$ cat config.mk
export PLATFORM = sky130hd
export DESIGN_NAME = float_accumulator_e4m3
export DESIGN_NICKNAME = d
export VERILOG_FILES = /design/src/rtl/float_accumulator_e4m3.sv
export SDC_FILE = /design/constraint.sdc
export NUM_CORES = 1
export LEC_CHECK = 0
export CAP_MARGIN = 10
export CORE_UTILIZATION = 25
export DETAILED_ROUTE_END_ITERATION = 8
export GPL_ROUTABILITY_DRIVEN = 0
export GPL_TIMING_DRIVEN = 0
export HOLD_SLACK_MARGIN = 0.15
export SLEW_MARGIN = 10
export SYNTH_ARGS = -nofsm -noshare
export SYNTH_HDL_FRONTEND = slang
export SYNTH_SLANG_ARGS = --single-unit
export TNS_END_PERCENT = 5
$ cat constraint.sdc
create_clock -name clock -period 5.5 [get_ports clock]
set_input_delay 1.65 -clock clock [delete_from_list [all_inputs] [get_ports clock]]
set_output_delay 1.65 -clock clock [all_outputs]
set_load 0.05 [all_outputs]
$ cat src/rtl/float_accumulator_e4m3.sv
// rtl/float_accumulator_e4m3.sv - e4m3 vector accumulator (align/add/normalise FSM, truncating)
module float_accumulator_e4m3 (
    input  logic       clock,
    input  logic       reset,
    input  logic [7:0] in_data,
    input  logic       in_valid,
    input  logic       in_last,
    output logic       in_ready,
    input  logic       out_ready,
    output logic [7:0] y,
    output logic       is_output_valid
);

    typedef enum logic [2:0] {IDLE, ALIGN, ADD, NORM, DONE} state_t;

    state_t     state, state_next;
    logic [7:0] acc;
    logic       nan_flag;
    logic [7:0] op_q;
    logic       last_q;

    logic       big_sign_q;
    logic [3:0] big_exp_q;
    logic [7:0] big_man_q;
    logic [7:0] small_man_q;
    logic       sub_q;
    logic [7:0] sum_q;

    // ALIGN: order by magnitude; exponent field 0 is treated as zero
    logic       acc_zero, op_zero, swap;
    logic [6:0] acc_mag, op_mag;
    logic [7:0] acc_man, op_man;
    logic       big_sign, small_sign;
    logic [3:0] big_exp, small_exp, exp_diff;
    logic [7:0] big_man, small_man, small_shifted;

    always_comb begin
        acc_zero  = (acc[6:3] == 4'd0);
        op_zero   = (op_q[6:3] == 4'd0);
        acc_mag   = acc_zero ? 7'd0 : acc[6:0];
        op_mag    = op_zero ? 7'd0 : op_q[6:0];
        acc_man   = acc_zero ? 8'd0 : {2'b01, acc[2:0], 3'b000};
        op_man    = op_zero ? 8'd0 : {2'b01, op_q[2:0], 3'b000};
        swap      = (op_mag > acc_mag);
        big_sign  = swap ? op_q[7] : acc[7];
        small_sign = swap ? acc[7] : op_q[7];
        big_exp   = swap ? op_mag[6:3] : acc_mag[6:3];
        small_exp = swap ? acc_mag[6:3] : op_mag[6:3];
        big_man   = swap ? op_man : acc_man;
        small_man = swap ? acc_man : op_man;
        exp_diff  = big_exp - small_exp;
        small_shifted = (exp_diff >= 4'd7) ? 8'd0 : (small_man >> exp_diff);
    end

    logic [7:0] sum_next;

    always_comb begin
        sum_next = sub_q ? (big_man_q - small_man_q) : (big_man_q + small_man_q);
    end

    // NORM: single-cycle leading-one detect over bits [6:0]
    logic [2:0] lead_pos;
    logic [2:0] lshift;
    logic [7:0] norm_man;
    logic [2:0] res_man;
    logic [5:0] res_exp;
    logic [7:0] norm_result;

    always_comb begin
        lead_pos = 3'd0;
        for (int i = 0; i < 7; i++) begin
            if (sum_q[i]) lead_pos = 3'(i);
        end
        lshift   = 3'd6 - lead_pos;
        norm_man = sum_q << lshift;
        if (sum_q[7]) begin
            res_man = sum_q[6:4];
            res_exp = {2'b00, big_exp_q} + 6'd1;
        end else begin
            res_man = norm_man[5:3];
            res_exp = {2'b00, big_exp_q} - {3'b000, lshift};
        end
        if (sum_q == 8'd0 || res_exp[5] || res_exp == 6'd0) begin
            norm_result = 8'h00;
        end else if (res_exp[4] || (res_exp[3:0] == 4'hF && res_man == 3'd7)) begin
            norm_result = {big_sign_q, 7'h7E};
        end else begin
            norm_result = {big_sign_q, res_exp[3:0], res_man};
        end
    end

    always_comb begin
        state_next = state;
        case (state)
            IDLE:    if (in_valid) state_next = ALIGN;
            ALIGN:   state_next = ADD;
            ADD:     state_next = NORM;
            NORM:    state_next = last_q ? DONE : IDLE;
            DONE:    if (out_ready) state_next = IDLE;
            default: state_next = IDLE;
        endcase
    end

    always_ff @(posedge clock or posedge reset) begin
        if (reset) begin
            state       <= IDLE;
            acc         <= 8'h00;
            nan_flag    <= 1'b0;
            op_q        <= 8'h00;
            last_q      <= 1'b0;
            big_sign_q  <= 1'b0;
            big_exp_q   <= 4'd0;
            big_man_q   <= 8'd0;
            small_man_q <= 8'd0;
            sub_q       <= 1'b0;
            sum_q       <= 8'd0;
        end else begin
            state <= state_next;
            case (state)
                IDLE: begin
                    if (in_valid) begin
                        op_q   <= in_data;
                        last_q <= in_last;
                        if (in_data[6:0] == 7'h7F) nan_flag <= 1'b1;
                    end
                end
                ALIGN: begin
                    big_sign_q  <= big_sign;
                    big_exp_q   <= big_exp;
                    big_man_q   <= big_man;
                    small_man_q <= small_shifted;
                    sub_q       <= big_sign ^ small_sign;
                end
                ADD: sum_q <= sum_next;
                NORM: acc <= nan_flag ? 8'h7F : norm_result;
                DONE: begin
                    if (out_ready) begin
                        acc      <= 8'h00;
                        nan_flag <= 1'b0;
                        last_q   <= 1'b0;
                    end
                end
                default: ;
            endcase
        end
    end

    // reset gates in_ready so it is low for the whole time reset is held
    assign in_ready        = (state == IDLE) && !reset;
    assign is_output_valid = (state == DONE);
    assign y               = (state == DONE) ? acc : 8'h00;

endmodule

==> results.sh, run 1 <==
export IMPL_status="finished clean"
export IMPL_timing_fmax_mhz=210
export IMPL_clockRootBuffer="clkbuf_16"
export IMPL_postCtsHoldBufs=0
export IMPL_antenna_found_initial=0
export IMPL_holdPathEnd="state[2]$_DFFE_PP0P_"
export IMPL_place_hpwl_um=6580
export IMPL_routed_via_density=5.00
export IMPL_ys_warn_count=0
export IMPL_final_hold_viol_count=0
export IMPL_async_reset_ff_frac=1.00
export IMPL_slew_viol_final=0
export IMPL_reg2reg_from="sum_q[4]$_DFFE_PP0P_"
export IMPL_finalSetupTns_ns=0
export IMPL_min_period_ns=4.76
export IMPL_grt_ovfl_total=0
export IMPL_routed_wl_um=8400
export IMPL_hold_class="reg2reg"
export IMPL_layout_nets=456
export IMPL_synth_nets=426
export IMPL_relSlewSlack=0.246
export IMPL_path_class="in2out"
export IMPL_num_rows=42
export IMPL_drive_above_1_share=0.0822
export IMPL_cts_tree="yes"
export IMPL_setup_viol=0
export IMPL_worstSetupStartpointType="primary input"
export IMPL_fill_cells=1381
export IMPL_grt_max_degree=38
export IMPL_postRouteAntennaNets=0
export IMPL_clk_pin_slew_ns=0.07
export IMPL_clk_path_buf_depth=2
export IMPL_reg2reg_slack_ns=0.95
export IMPL_crit_chain="clkdlybuf4s50_1, nor4_1, clkdlybuf4s50_1"
export IMPL_drc_errors=0
export IMPL_core_area_um2=13300
export IMPL_min_from="last_q$_DFFE_PP0P_"
export IMPL_ff_latch_area_um2=1150
export IMPL_cts_buffers=5
export IMPL_dieWidth_um=119
export IMPL_ctsResizeCount=0
export IMPL_worstPathMaxFanout=2
export IMPL_crit_top_cell="clkdlybuf4s50_1"
export IMPL_dr_pass1_iters=4
export IMPL_dieArea_um2=14200
export IMPL_drv_cap=0
export IMPL_tightest_slew_ns=1.13
export IMPL_synth_cell_types=62
export IMPL_dieHeight_um=119
export IMPL_start_util=0.258
export IMPL_synth_edff_count=0
export IMPL_rsz0062_at_grt="false"
export IMPL_vias=3012
export IMPL_r2r_end="acc[2]$_DFFE_PP0P_"
export IMPL_seq_area_frac_synth=0.336
export IMPL_synth_seq_cells=46
export IMPL_synth_cells=395
export IMPL_wl_per_cell_um=14.0
export IMPL_antenna_cells=0
export IMPL_postSynthAreaPerCell_um2=8.68
export IMPL_syn_to_final_growth_pct=18.2
export IMPL_finClkSkew_ns=0.00842
export IMPL_required_ns=3.85
export IMPL_r2r_worst_path_cells=15
export IMPL_syn_area_um2=3430
export IMPL_grt_pass1_vias=2968
export IMPL_numClockSinks=46
export IMPL_cp_slowest_stage_delay_ns=0.85
export IMPL_min_path_cells=2
export IMPL_arrival_ns=3.11
export IMPL_grt_usage=0.125
export IMPL_io_pin_count=23
export IMPL_synthFlopType="dfrtp_1"
export IMPL_dr_first_iter_drc_count=212
export IMPL_finalCritPeriodShare=0.866
export IMPL_numPortBuffers=22
export IMPL_clkLatencyLatePin_ns=0.29
export IMPL_multi_input_area_um2=2100
export IMPL_cts_setup_buffers=0
export IMPL_grt_first_pass_wirelength_um=14600
export IMPL_cp_slowest_cell="clkdlybuf4s50_1"
export IMPL_htreeDepth=2
export IMPL_worstSetupEndpointType="output port"
metal layers:
| layer | GRT usage | wire [um] | up-vias |
|---|---|---|---|
| met3 | 0.0196 | 301 | 8 |
| li1 | - | - | 1474 |
| met1 | 0.172 | 3980 | 1460 |
| met4 | 0.0261 | 134 | 0 |
| met2 | 0.205 | 3980 | 70 |
| met5 | 0 | 0 | - |
registers in the layout, summed over array words and instances, names as in the netlist:
signal,count
nan_flag,1
acc,8
sub_q,1
small_man_q,7
op_q,8
big_exp_q,4
big_man_q,4
sum_q,8
last_q,1
big_sign_q,1
state,3
placed cells by master, fill, tap and decap left out, types with 6 or more instances in the layout:
cell,synthesis,routed
clkdlybuf4s50_1,0,22
ha_1,17,17
nor2_1,22,22
mux2_2,11,11
nand2_1,56,56
o31ai_1,6,6
a21oi_1,25,25
dfrtp_1,46,46
xor2_1,6,6
xnor2_1,13,13
clkbuf_1,18,18
inv_1,23,22
o21ai_0,32,32
nor3_1,6,6
mux2i_1,17,17
and2_1,9,9
how the worst max path moves through the flow:
stage,to,slack (ns),cells past startpoint,from
after global placement,in_ready,0.74,3,reset
after floorplan,y[3],0.74,4,state[0]$_DFFE_PP0P_
final,in_ready,0.74,3,reset
after CTS,in_ready,0.72,3,reset
after global routing,acc[2]$_DFFE_PP0P_,0.46,15,sum_q[4]$_DFFE_PP0P_
after detailed placement,in_ready,0.75,3,reset
through the flow:
stage / setup slack [ns] / instance area [um2] / std cells / util / hold slack (ns)
2_1_floorplan: 0.741 / 3430 / 395 / - / 0.442
3_3_place_gp: 0.742 / 3870 / 593 / 0.291 / 0.475
3_5_place_dp: 0.747 / 3890 / 594 / 0.292 / 0.483
4_1_cts: 0.725 / 4050 / 602 / 0.305 / 0.493
5_1_grt: 0.457 / 4050 / 602 / 0.305 / 0.527
6_report: 0.736 / 4050 / 602 / 0.305 / 0.487
kinds of logic after synthesis:
kind of cell | share of synthesized area
flip-flops | 0.336
XOR/XNOR | 0.0485
buffers and inverters | 0.0504
AO/OA/AOI/OAI | 0.215
adder cells (fa/ha/maj) | 0.0679
AND/OR/NAND/NOR | 0.183
multiplexers | 0.0989
area by class of cell:
class	instances	share of cell area
Sequential cell	46	0.284
Buffer	22	0.0213
Tap cell	176	0.0543
Timing Repair Buffer	23	0.0593
Inverter	23	0.0213
Clock inverter	3	0.00988
Multi-Input combinational cell	304	0.519
Clock buffer	5	0.0309
cell usage after synthesis (4+ instances only):
cell type,instances,area (um2)
nand4_1,5,31.3
mux2_2,11,124
o22ai_1,5,31.3
o21a_1,4,30.0
o21ai_0,32,160
a21oi_1,25,125
clkbuf_1,18,67.6
mux2i_1,17,170
dfrtp_1,46,1150
nand3_1,4,20.0
o31ai_1,6,45.0
xnor2_1,13,114
a22oi_1,4,30.0
xor2_1,6,52.6
inv_1,23,86.3
nand2b_1,4,25.0
and2_1,9,56.3
nor3_1,6,30.0
ha_1,17,213
a31oi_1,5,31.3
nand2_1,56,210
nor2_1,22,82.6
nor2b_1,4,25.0
critical path: cells and delay by family:
kind	cells	cell delay (ns)
AND/OR/NAND/NOR	1	0.18
buffers and inverters	2	1.28
Power of run 1 is left out: the tool's default activity adds up to more than one toggle a clock period on the data nets, which glitch-free logic cannot reach.
==> run 2: changes to the inputs <==
Settings changed: PLACE_DENSITY set to 0.41.
==> results.sh, run 2 (synthesized netlist as in run 1, its figures left out) <==
export IMPL_finClkSkew_ns=0.00362
export IMPL_dr_first_iter_drc_count=139
export IMPL_clk_path_buf_depth=2
export IMPL_fin_area_um2=4060
export IMPL_worstPathMaxFanout=2
export IMPL_fin_hold_ws_ns=0.506
export IMPL_final_cells=602
export IMPL_drc_errors=0
export IMPL_vias=2902
export IMPL_grt_first_pass_wirelength_um=15800
export IMPL_dieArea_um2=14200
export IMPL_min_period_ns=4.76
export IMPL_arrival_ns=3.11
export IMPL_routed_wl_um=9320
export IMPL_tightest_slew_ns=1.08
export IMPL_cts_setup_buffers=0
export IMPL_multi_input_area_um2=2100
export IMPL_numClockSinks=46
export IMPL_postRouteAntennaNets=0
export IMPL_dr_pass1_iters=4
export IMPL_place_area_um2=3890
export IMPL_drive_above_1_share=0.0822
export IMPL_ff_latch_area_um2=1150
export IMPL_slew_viol_final=0
export IMPL_finalCritPeriodShare=0.865
export IMPL_worstSetupStartpointType="primary input"
export IMPL_clk_pin_slew_ns=0.06
export IMPL_relSlewSlack=0.275
export IMPL_htreeDepth=2
export IMPL_setup_viol=0
export IMPL_worstSetupEndpointType="output port"
export IMPL_reg_top3="acc: 8 flops, op_q: 8 flops, sum_q: 8 flops"
export IMPL_grt_usage=0.140
export IMPL_rsz0062_at_grt="false"
export IMPL_layout_nets=456
export IMPL_dieHeight_um=119
export IMPL_syn_to_final_growth_pct=18.3
export IMPL_min_from="big_sign_q$_DFFE_PP0P_"
export IMPL_antenna_cells=0
export IMPL_num_rows=42
export IMPL_dieWidth_um=119
export IMPL_antenna_found_initial=0
export IMPL_wl_per_cell_um=15.5
export IMPL_timing_fmax_mhz=210
export IMPL_numPortBuffers=22
export IMPL_reg2reg_from="sum_q[4]$_DFFE_PP0P_"
export IMPL_final_cell_mix="56 x nand2_1, 46 x dfrtp_1, 32 x o21ai_0"
export IMPL_drv_cap=0
export IMPL_start_util=0.258
export IMPL_required_ns=3.85
export IMPL_crit_start="reset"
export IMPL_grt_max_degree=37
export IMPL_core_area_um2=13300
export IMPL_postCtsHoldBufs=0
export IMPL_ctsResizeCount=0
export IMPL_status="finished clean"
export IMPL_dpl_cell_count=594
export IMPL_reg2reg_slack_ns=0.80
export IMPL_place_hpwl_um=7260
export IMPL_cts_buffers=5
export IMPL_hold_class="reg2reg"
export IMPL_final_hold_viol_count=0
export IMPL_finalSetupTns_ns=0
export IMPL_fill_cells=1448
export IMPL_mostFrequentLayoutCell="nand2_1"
export IMPL_grt_ovfl_total=0
export IMPL_path_class="in2out"
export IMPL_cts_tree="yes"
export IMPL_clockRootBuffer="clkbuf_16"
export IMPL_io_pin_count=23
export IMPL_grt_pass1_vias=2990
export IMPL_clkLatencyLatePin_ns=0.28
export IMPL_routed_via_density=4.82
[run 2: changes by cell type in the layout (fill, tap and decap cells not counted)]
cell	previous run	this run
bufinv_16	1	0
clkinv_2	2	0
clkbuf_8	0	3
[run 2: area by class of cell]
class | instances | share of cell area
sequential | 46 | 0.284
multi-input combinational | 304 | 0.519
inverter | 23 | 0.0213
buffer | 22 | 0.0213
timing repair buffer | 23 | 0.0592
tap | 176 | 0.0543
clock buffer | 8 | 0.0410
[run 2: metrics by stage]
step / worst slack (ns) / util
floorplan: 0.741 / -
global placement: 0.758 / 0.291
detailed placement: 0.751 / 0.292
CTS: 0.722 / 0.305
global route: 0.348 / 0.305
finish: 0.743 / 0.305
[run 2: routing by layer]
layer,share of wire,vias to the layer above,track usage
met1,0.52,1382,0.203
li1,-,1480,-
met4,0.0075,0,0.0229
met5,0,-,0
met3,0.020,4,0.0201
met2,0.45,36,0.220
[run 2: path summary, 6_finish.rpt]
| kind | endpoint | depth (start not counted) |
|---|---|---|
| max in group asynchronous | sum_q[5]$_DFFE_PP0P_ | 3 |
| hold / removal | big_sign_q$_DFFE_PP0P_ | 2 |
| hold reg to reg | big_sign_q$_DFFE_PP0P_ | 2 |
| min in group asynchronous | op_q[7]$_DFFE_PP0P_ | 2 |
| setup reg to reg | acc[2]$_DFFE_PP0P_ | 15 |
| setup / recovery | in_ready | 3 |
[run 2: critical path: stages]
cell             delay (ns)
clkdlybuf4s50_1        0.43
nor4_1                 0.18
clkdlybuf4s50_1        0.85
Power of run 2 is left out for the same reason.
